$ cat config.mk
export PLATFORM = sky130hd
export DESIGN_NAME = dmem_lsu
export DESIGN_NICKNAME = d
export VERILOG_FILES = /design/src/rtl/rv32_lsu_pkg.sv /design/src/rtl/lsu_load_align.sv /design/src/rtl/dmem_lsu.sv
export SDC_FILE = /design/constraint.sdc
export NUM_CORES = 1
export LEC_CHECK = 0
export ABC_CLOCK_PERIOD_IN_PS = 2140
export CAP_MARGIN = 40
export CORE_MARGIN = 8
export CORE_UTILIZATION = 39
export DETAILED_ROUTE_END_ITERATION = 7
export GPL_TIMING_DRIVEN = 0
export PLACE_DENSITY = 0.77
export SYNTH_ARGS = -nofsm -noshare
export SYNTH_HDL_FRONTEND = slang
export SYNTH_SLANG_ARGS = --single-unit
$ cat constraint.sdc
create_clock -name clk -period 2.14 [get_ports clk]
set_clock_uncertainty 0.05 [all_clocks]
set_input_delay 0.428 -clock clk [delete_from_list [all_inputs] [get_ports clk]]
set_output_delay 0.428 -clock clk [all_outputs]
set_load 0.01 [all_outputs]
$ cat src/rtl/rv32_lsu_pkg.sv
// Shared opcodes, funct3 encodings, FSM state type and lane helpers for the MEM-stage load/store unit.
package rv32_lsu_pkg;

   localparam logic [6:0] OP_LOAD  = 7'b0000011;
   localparam logic [6:0] OP_STORE = 7'b0100011;

   localparam logic [2:0] F3_B  = 3'b000;
   localparam logic [2:0] F3_H  = 3'b001;
   localparam logic [2:0] F3_W  = 3'b010;
   localparam logic [2:0] F3_BU = 3'b100;
   localparam logic [2:0] F3_HU = 3'b101;

   typedef enum logic [1:0] {
      ST_IDLE = 2'd0,
      ST_BUSY = 2'd1,
      ST_DONE = 2'd2
   } lsu_state_e;

   // funct3[1:0] is the access size for both loads and stores
   function automatic logic [3:0] lsu_byte_en(input logic [2:0] f3, input logic [1:0] off);
      logic [3:0] be;
      case (f3[1:0])
         2'b00:   be = 4'b0001 << off;
         2'b01:   be = 4'b0011 << off;
         default: be = 4'b1111;
      endcase
      return be;
   endfunction

   function automatic logic [31:0] lsu_store_lanes(input logic [2:0] f3, input logic [31:0] sd);
      logic [31:0] wd;
      case (f3[1:0])
         2'b00:   wd = {4{sd[7:0]}};
         2'b01:   wd = {2{sd[15:0]}};
         default: wd = sd;
      endcase
      return wd;
   endfunction

endpackage

$ cat src/rtl/lsu_load_align.sv
// Combinational load formatter: selects the addressed lane of the read word and extends it.
module lsu_load_align
   import rv32_lsu_pkg::*;
(
   input  logic [31:0] rdata,
   input  logic [1:0]  offset,
   input  logic [2:0]  funct3,
   output logic [31:0] ld_data
);

   logic [31:0] shifted;

   always_comb begin
      shifted = rdata >> {offset, 3'b000};
      ld_data = rdata;
      case (funct3)
         F3_B:    ld_data = {{24{shifted[7]}}, shifted[7:0]};
         F3_H:    ld_data = {{16{shifted[15]}}, shifted[15:0]};
         F3_BU:   ld_data = {24'h000000, shifted[7:0]};
         F3_HU:   ld_data = {16'h0000, shifted[15:0]};
         default: ld_data = rdata;
      endcase
   end

endmodule

$ cat src/rtl/dmem_lsu.sv
// MEM-stage load/store unit: decodes RV32I loads/stores and runs one req/ack transaction per op.
//
//   state | meaning
//   IDLE  | waiting for an aligned memory op; accepting one raises stall
//   BUSY  | dmem_req held until ack or wait-counter timeout
//   DONE  | one-cycle completion slot; ld_valid/bus_err pulse, input ignored
module dmem_lsu
   import rv32_lsu_pkg::*;
#(
   parameter int MAX_WAIT = 16
) (
   input  logic        clk,
   input  logic        rst,
   input  logic        in_valid,
   input  logic [31:0] instruction,
   input  logic [31:0] addr,
   input  logic [31:0] store_data,
   output logic        stall,
   output logic        dmem_req,
   output logic        dmem_we,
   output logic [31:0] dmem_addr,
   output logic [31:0] dmem_wdata,
   output logic [3:0]  dmem_be,
   input  logic [31:0] dmem_rdata,
   input  logic        dmem_ack,
   output logic [31:0] ld_data,
   output logic        ld_valid,
   output logic        misalign,
   output logic        bus_err
);

   localparam int CW = $clog2(MAX_WAIT + 1);

   lsu_state_e  state_q, state_d;
   logic [CW-1:0] cnt_q, cnt_d, cnt_inc;
   logic        req_q, req_d;
   logic        we_q, we_d;
   logic [31:0] addr_q, addr_d;
   logic [31:0] wdata_q, wdata_d;
   logic [3:0]  be_q, be_d;
   logic        is_load_q, is_load_d;
   logic [2:0]  f3_q, f3_d;
   logic [1:0]  off_q, off_d;
   logic [31:0] ld_data_q, ld_data_d;
   logic        ld_valid_q, ld_valid_d;
   logic        misalign_q, misalign_d;
   logic        bus_err_q, bus_err_d;

   logic [6:0]  opcode;
   logic [2:0]  f3;
   logic        is_ld, is_st, mem_op, mis;
   logic [31:0] aligned;
   logic        unused_ok;

   assign opcode    = instruction[6:0];
   assign f3        = instruction[14:12];
   assign unused_ok = ^{instruction[31:15], instruction[11:7]};

   lsu_load_align u_align (
      .rdata   (dmem_rdata),
      .offset  (off_q),
      .funct3  (f3_q),
      .ld_data (aligned)
   );

   always_comb begin
      is_ld  = (opcode == OP_LOAD) && (f3 inside {F3_B, F3_H, F3_W, F3_BU, F3_HU});
      is_st  = (opcode == OP_STORE) && (f3 inside {F3_B, F3_H, F3_W});
      mem_op = in_valid && (is_ld || is_st);
      mis    = ((f3[1:0] == 2'b01) && addr[0]) ||
               ((f3[1:0] == 2'b10) && (addr[1:0] != 2'b00));
   end

   always_comb begin
      state_d    = state_q;
      cnt_d      = cnt_q;
      cnt_inc    = cnt_q + CW'(1);
      req_d      = req_q;
      we_d       = we_q;
      addr_d     = addr_q;
      wdata_d    = wdata_q;
      be_d       = be_q;
      is_load_d  = is_load_q;
      f3_d       = f3_q;
      off_d      = off_q;
      ld_data_d  = ld_data_q;
      ld_valid_d = 1'b0;
      misalign_d = 1'b0;
      bus_err_d  = 1'b0;
      stall      = 1'b0;

      case (state_q)
         ST_IDLE: begin
            if (mem_op) begin
               if (mis) begin
                  misalign_d = 1'b1;
               end else begin
                  stall     = 1'b1;
                  state_d   = ST_BUSY;
                  cnt_d     = '0;
                  req_d     = 1'b1;
                  we_d      = is_st;
                  addr_d    = {addr[31:2], 2'b00};
                  wdata_d   = lsu_store_lanes(f3, store_data);
                  be_d      = lsu_byte_en(f3, addr[1:0]);
                  is_load_d = is_ld;
                  f3_d      = f3;
                  off_d     = addr[1:0];
               end
            end
         end
         ST_BUSY: begin
            stall = 1'b1;
            // ack takes priority over a timeout landing in the same cycle
            if (dmem_ack) begin
               req_d   = 1'b0;
               state_d = ST_DONE;
               if (is_load_q) begin
                  ld_data_d  = aligned;
                  ld_valid_d = 1'b1;
               end
            end else if (cnt_inc == CW'(MAX_WAIT)) begin
               req_d     = 1'b0;
               bus_err_d = 1'b1;
               cnt_d     = cnt_inc;
               state_d   = ST_DONE;
            end else begin
               cnt_d = cnt_inc;
            end
         end
         ST_DONE: begin
            state_d = ST_IDLE;
         end
         default: begin
            state_d = ST_IDLE;
            req_d   = 1'b0;
         end
      endcase
   end

   always_ff @(posedge clk) begin
      if (rst) begin
         state_q    <= ST_IDLE;
         cnt_q      <= '0;
         req_q      <= 1'b0;
         we_q       <= 1'b0;
         addr_q     <= '0;
         wdata_q    <= '0;
         be_q       <= '0;
         is_load_q  <= 1'b0;
         f3_q       <= '0;
         off_q      <= '0;
         ld_data_q  <= '0;
         ld_valid_q <= 1'b0;
         misalign_q <= 1'b0;
         bus_err_q  <= 1'b0;
      end else begin
         state_q    <= state_d;
         cnt_q      <= cnt_d;
         req_q      <= req_d;
         we_q       <= we_d;
         addr_q     <= addr_d;
         wdata_q    <= wdata_d;
         be_q       <= be_d;
         is_load_q  <= is_load_d;
         f3_q       <= f3_d;
         off_q      <= off_d;
         ld_data_q  <= ld_data_d;
         ld_valid_q <= ld_valid_d;
         misalign_q <= misalign_d;
         bus_err_q  <= bus_err_d;
      end
   end

   assign dmem_req   = req_q;
   assign dmem_we    = we_q;
   assign dmem_addr  = addr_q;
   assign dmem_wdata = wdata_q;
   assign dmem_be    = be_q;
   assign ld_data    = ld_data_q;
   assign ld_valid   = ld_valid_q;
   assign misalign   = misalign_q;
   assign bus_err    = bus_err_q;

endmodule

### Word level (Yosys, flattened, before mapping)

Cells that the tools add are included.

| cells by class | value |
|---|---|
| add/subtract/negate cells | 1 |
| mux-type cells | 23 |
| shift-type cells | 3 |
| bitwise logic cells | 6 |
| reduce and logical (&&, ||, !) cells | 23 |
| equality and inequality tests | 18 |

Operators by type and width:

| operator | count |
|---|---|
| 32-bit one-hot mux with 4 select lines | 1 |
| 32-bit one-hot mux with 2 select lines | 1 |
| 32-bit by 5-bit right shift with 16-bit output | 1 |
| 5-bit two-way mux | 3 |
| 3-bit equality test (second input constant) | 4 |
| 5-bit one-hot mux with 2 select lines | 1 |
| 1-bit two-way mux | 9 |
| 3-bit AND reduction | 3 |
| 3-bit OR reduction | 3 |
| 2-bit two-way mux | 4 |
| 4-bit one-hot mux with 2 select lines | 1 |
| 4-bit AND reduction | 2 |
| 7-bit by 2-bit equality test with 1-bit output (second input constant) | 1 |
| 7-bit by 6-bit equality test with 1-bit output (second input constant) | 1 |
| 3-bit by 1-bit equality test with 1-bit output (second input constant) | 2 |
| 3-bit logical NOT | 2 |
| 2-bit != test (second input constant) | 3 |
| 1-bit inverter | 6 |
| 5-bit by 1-bit adder with 5-bit output (second input constant) | 1 |
| 5-bit equality test (second input constant) | 1 |
| 1-bit logical AND | 5 |
| 5-bit nonzero test | 1 |
| 2-bit by 1-bit equality test with 1-bit output (second input constant) | 2 |
| 2-bit equality test (second input constant) | 2 |
| 11 further kinds | 14 |

| word-level totals | value |
|---|---|
| logic and storage cells | 88 |
| register bits | 116 |
| input port bits | 132 |
| output and inout bits | 106 |

### Logic depth before layout (Yosys ltp)

| depth | value |
|---|---|
| depth after elaboration | 7 |
| gate-level depth with buffers | 9 |
| gate-level depth less buffers | 5 |

### By module

From an unflattened synthesis, not the netlist that was laid out.

| second synthesis, totals | value |
|---|---|
| cells, all modules | 644 |
| area total of the unflattened synthesis | 5691.7 µm² |

Modules (own cells, without submodules):

| module | times used | cells an instance | area an instance (µm²) | sequential area each (µm²) |
|---|---|---|---|---|
| dmem_lsu | 1 | 538 | 4999.8 | 2322.2 |
| lsu_load_align | 1 | 106 | 691.9 | 0.0 |

### Worst setup path after synthesis

OpenSTA, ideal clock, no wires.

| timing path | value |
|---|---|
| path type | input port to flip-flop |
| start | input port instruction[12] |
| end | register addr_q[29], in the netlist dmem_addr[29] |
| path buffers | 5 |
| library setup time | 116 ps |
| stages on the path | 9 |
| setup slack | -11 ps |
| data required time | 1974 ps |
| data arrival time | 1985 ps |
| path through | buf_2 -> xor2_1 -> a22o_1 -> buf_2 -> or3_1 -> clkbuf_1 -> buf_6 -> buf_6 -> a31o_1 |

| on the way | value |
|---|---|
| longest elaborated chain between the ends | 6 |
| elaborated cells between the ends (all ways) | 18 |
| those cells by class | 6 x eq/ne; 1 x bitwise; 11 x reduce/logical |

Ends and longest elaborated chain:

| element | line | RTL |
|---|---|---|
| start: declaration | dmem_lsu.sv:15 | `input logic [31:0] instruction,` |
| 3-bit by 1-bit equality test with 1-bit output, or another cell as far along | dmem_lsu.sv:67, dmem_lsu.sv:68 |  |
| 5-bit nonzero test / 3-bit nonzero test (equally long branches) | dmem_lsu.sv:67, dmem_lsu.sv:68 |  |
| 1-bit logical AND (on tied branches) | dmem_lsu.sv:67, dmem_lsu.sv:68 |  |
| 1-bit logical OR | dmem_lsu.sv:69 | `mem_op = in_valid && (is_ld \|\| is_st);` |
| 1-bit logical AND | dmem_lsu.sv:69 |  |
| 3-bit AND reduction (no source line) (*) | n/a |  |
| end signal: assignment | dmem_lsu.sv:162 | `addr_q <= addr_d;` |
| end: declaration | dmem_lsu.sv:38 | `logic [31:0] addr_q, addr_d;` |

Mark *: on every way between the ends. The rest lies on a longest branch, timed or not.
A chain may end at the register's enable or synchronous reset.

==> metrics.md <==
| Metric | Value |
|---|---|
| Sequential Area | 2320 µm² |
| Antenna Nets Post-Route | 0 |
| Final net count | 1019 |
| Max-cap viol count | 0 |
| Die width | 137 µm |
| Post-Place Worst Slack | -1.05 ns |
| Synth area leader | dfxtp_1 |
| Crit start category | primary input |
| Yosys warnings | 0 |
| Routed len/inst | 19.5 µm |
| Hold Path Depth | 2 |
| Pwr dens | 627 nW/µm² |
| HP Start | ld_data[6] |
| Via count | 6034 |
| Mapped Area | 5670 µm² |
| First-pass DRT Iterations | 7 |
| Number of flops mapped to enable cells by yosys | 0 |
| Post-Layout Cell Count | 1084 |
| Number of global-route vias before repair | 5868 |
| Row count | 44 |
| CTS Sinks | 116 |
| Cells after synthesis | 651 |
| Critical Path Max Stage Delay | 0.51 ns |
| Crit. End Element | flop |
| Hold Path End | ld_data[6] |
| Post-synthesis cell type count | 49 |
| TritonCTS clock tree | done |
| CTS Buffer Depth | 2 |
| Status | complete, but fails checks |
| Dpl cells | 1046 |
| Sequential-to-total area share from yosys stat | 41.0% |
| # setup viols final | 0 |
| CP Data Arrival Time | 2.31 ns |
| Critical path depth | 6 |
| Synth top area cells | dfxtp_1 41%, nor4_1 6.3%, mux2i_1 6.2% |
| Fin crit period | 2.03 ns |
| Avg Cell Area, Syn | 8.71 µm² |
| Final period util | 94.7% |
| Final WS setup | 0.114 ns |
| CTS hold repair buffers | 0 |
| CP Cell Sequence | clkdlybuf4s50_1 -> clkinv_1 -> clkbuf_2 -> clkbuf_1 -> o211ai_1 -> mux2i_1 |
| Vias per cell | 5.57 |
| CP max-delay cell | clkdlybuf4s50_1 |
| RR Startpoint | off_q[1] |
| Leak | 3.14 nW |
| I/O pins | 238 |
| Area grow syn2layout | 53.3% |
| Failing checks | DRC |
| Yosys top cell area share | 41.0% |
| Worst r2r path cells | 6 |
| Top_reg_cell synth | dfxtp_1 |
| GRT Util Overall | 22.1% |
| Die area | 18700 µm² |
| Filler cells | 1270 |
| Maximum level of the CTS H-tree | 4 |
| Largest net degree at the start of global routing | 17 |
| Multi-input gate area | 3050 µm² |
| Crit Path Class | in2reg |
| Max VDD drop | 0.422 mV |
| Final wirelength | 21100 µm |
| Root Buffer | clkbuf_16 |
| Fraction of layout cells with a size suffix above 1 | 11.0% |
| Final GP Congestion | 0.893 |
| Post-synthesis register bit count | 116 |
| Internal reg-to-reg setup slack | 0.23 ns |
| DRC viols | 2 |
| CTS Buf Count | 17 |
| Clk Latency, worst-skew pair | 0.41 ns |
| Starting DRT DRC Count | 464 |
| Initial antenna violation count | 1 |
| Final hold violations | 0 |
| Bufs and invs on worst path | 4 |
| Initial Util | 39.5% |
| I/O Buffers | 210 |
| First-pass GRT wire length | 32200 µm |
| Fin. max-slew vios | 0 |
| Clock transition at the registers of the reported paths | 0.05 ns |
| Final hold slack | 0.399 ns |
| Hold/Removal Path Class | reg2reg |
| Crit path max fanout | 10 |
| Worst slew pin tran | 0.860 ns |
| WP data required | 2.43 ns |
| HPWL after DPL | 15800 µm |
| CORE AREA | 14400 µm² |
| Slew headroom | 42.5% |
| CP top delay family | buffers and inverters |
| Total grt overflow | 0 |
| Worst r2r dst | ld_data[3] |
| Die Height | 137 µm |
| Max Clk Rate | 0.494 GHz |
| FFs w/ async S/R, synth | 0% |
==> final cells by class <==
cell class,instances,area share [%]
well taps,184,2.65
plain buffers,74,4.08
multi-input cells,458,35.1
clock inverters,10,1.25
inverters,3,0.130
clock buffers,21,5.18
flip-flops and latches,116,26.7
diodes,2,0.0576
repair buffers,216,24.8
==> worst max-delay path by stage <==
stage | end | slack [ns] | startpoint
after floorplan | dmem_addr[29] | 0.006 | instruction[12]
after global placement | dmem_addr[20] | -0.91 | instruction[3]
after detailed placement | dmem_addr[28] | -1.05 | instruction[3]
after CTS | ld_data[28] | 0.02 | off_q[1]
after global routing | stall | -0.006 | instruction[3]
final | dmem_wdata[29] | 0.11 | rst
==> tightest hold or removal path: stages, from the launching register on <==
cell and delay (ns):
dfxtp_1 0.30, nand2_1 0.05, a21oi_1 0.05
==> layer usage <==
metal	GRT usage [%]	share of wire (%)	wire length (µm)	up-vias
li1	-	-	-	2935
met1	26.6	41	8690	2844
met2	34.8	47	10000	217
met3	8.04	8.5	1790	38
met4	9.82	2.8	593	0
met5	0	0	0	-
==> cell usage after synthesis, types with 2 or more instances <==
master	number
dfxtp_1	116
nand2_1	80
clkbuf_1	58
nor4_1	57
a21oi_1	55
o21ai_0	39
mux2i_1	35
a31o_1	30
a31o_2	24
o211ai_1	16
nand2b_1	13
mux2_2	11
nand3b_1	9
o311ai_0	9
nand3_1	8
nor2_1	8
o31ai_1	8
a2bb2oi_1	7
o221ai_1	7
buf_2	6
buf_6	6
nor2b_1	6
and4b_1	4
buf_1	3
nand4b_1	3
or3_1	3
a31oi_1	2
buf_4	2
clkinv_1	2
o21ai_1	2
o21bai_1	2
o32ai_1	2
or2_2	2
==> what timing repair did <==
item	in CTS	in global routing
endpoints found under the setup margin	91	62
gates cloned	0	0
buffers inserted	1	5
pin swaps	6	6
resized for setup	18	15
==> metrics by stage <==
stage,power [mW],util (%),setup TNS (ns),cell area (µm²)
4_1_cts,5.46,59.9,0,8610
2_1_floorplan,2.45,-,0,5680
3_3_place_gp,2.75,55.8,-75.06,8010
3_5_place_dp,2.76,55.8,-85.86,8010
5_1_grt,5.64,60.4,-0.00624,8690
6_report,5.45,60.5,0,8690
==> kinds of logic after synthesis <==
logic type / synth area share, %
mux: 8.36
compound gates: 25.4
fa+ha+maj: 0.221
xor+xnor: 0.155
flops: 41.0
buf+inv: 6.22
other cells: 0.0661
simple gates: 18.6
==> layout by cell type, fill, tap and decap left out, types with 6 or more instances in the layout <==
cell,count
clkbuf_16,17
o311ai_0,8
o211ai_1,16
o221ai_1,7
nand2_1,80
buf_6,6
nor4_1,57
clkdlybuf4s50_1,203
clkbuf_1,55
buf_4,7
o31ai_1,8
buf_2,6
nor2b_1,6
a21oi_1,54
o21ai_0,39
mux2i_1,35
a2bb2oi_1,7
mux2_2,11
nand3_1,7
nand2b_1,13
nor2_1,7
a31o_2,24
nand3b_1,9
a31o_1,30
dfxtp_1,116
==> power breakdown <==
| group | internal, mW | total, mW | leakage, nW | switching (mW) |
|---|---|---|---|---|
| Sequential | 2.16 | 2.17 | 0.934 | 0.00156 |
| Combinational | 0.280 | 0.573 | 1.93 | 0.292 |
| Clock | 1.72 | 2.71 | 0.272 | 0.984 |
| Total | 4.17 | 5.45 | 3.14 | 1.28 |
==> registers in the layout, indices dropped and copies added, names as in the netlist <==
signal      count
bus_err         1
cnt_q           5
is_load_q       1
dmem_req        1
dmem_be         4
misalign        1
dmem_we         1
dmem_wdata     32
off_q           2
dmem_addr      30
state_q         2
f3_q            3
ld_valid        1
ld_data        32
(Power assumes the default switching activity.)
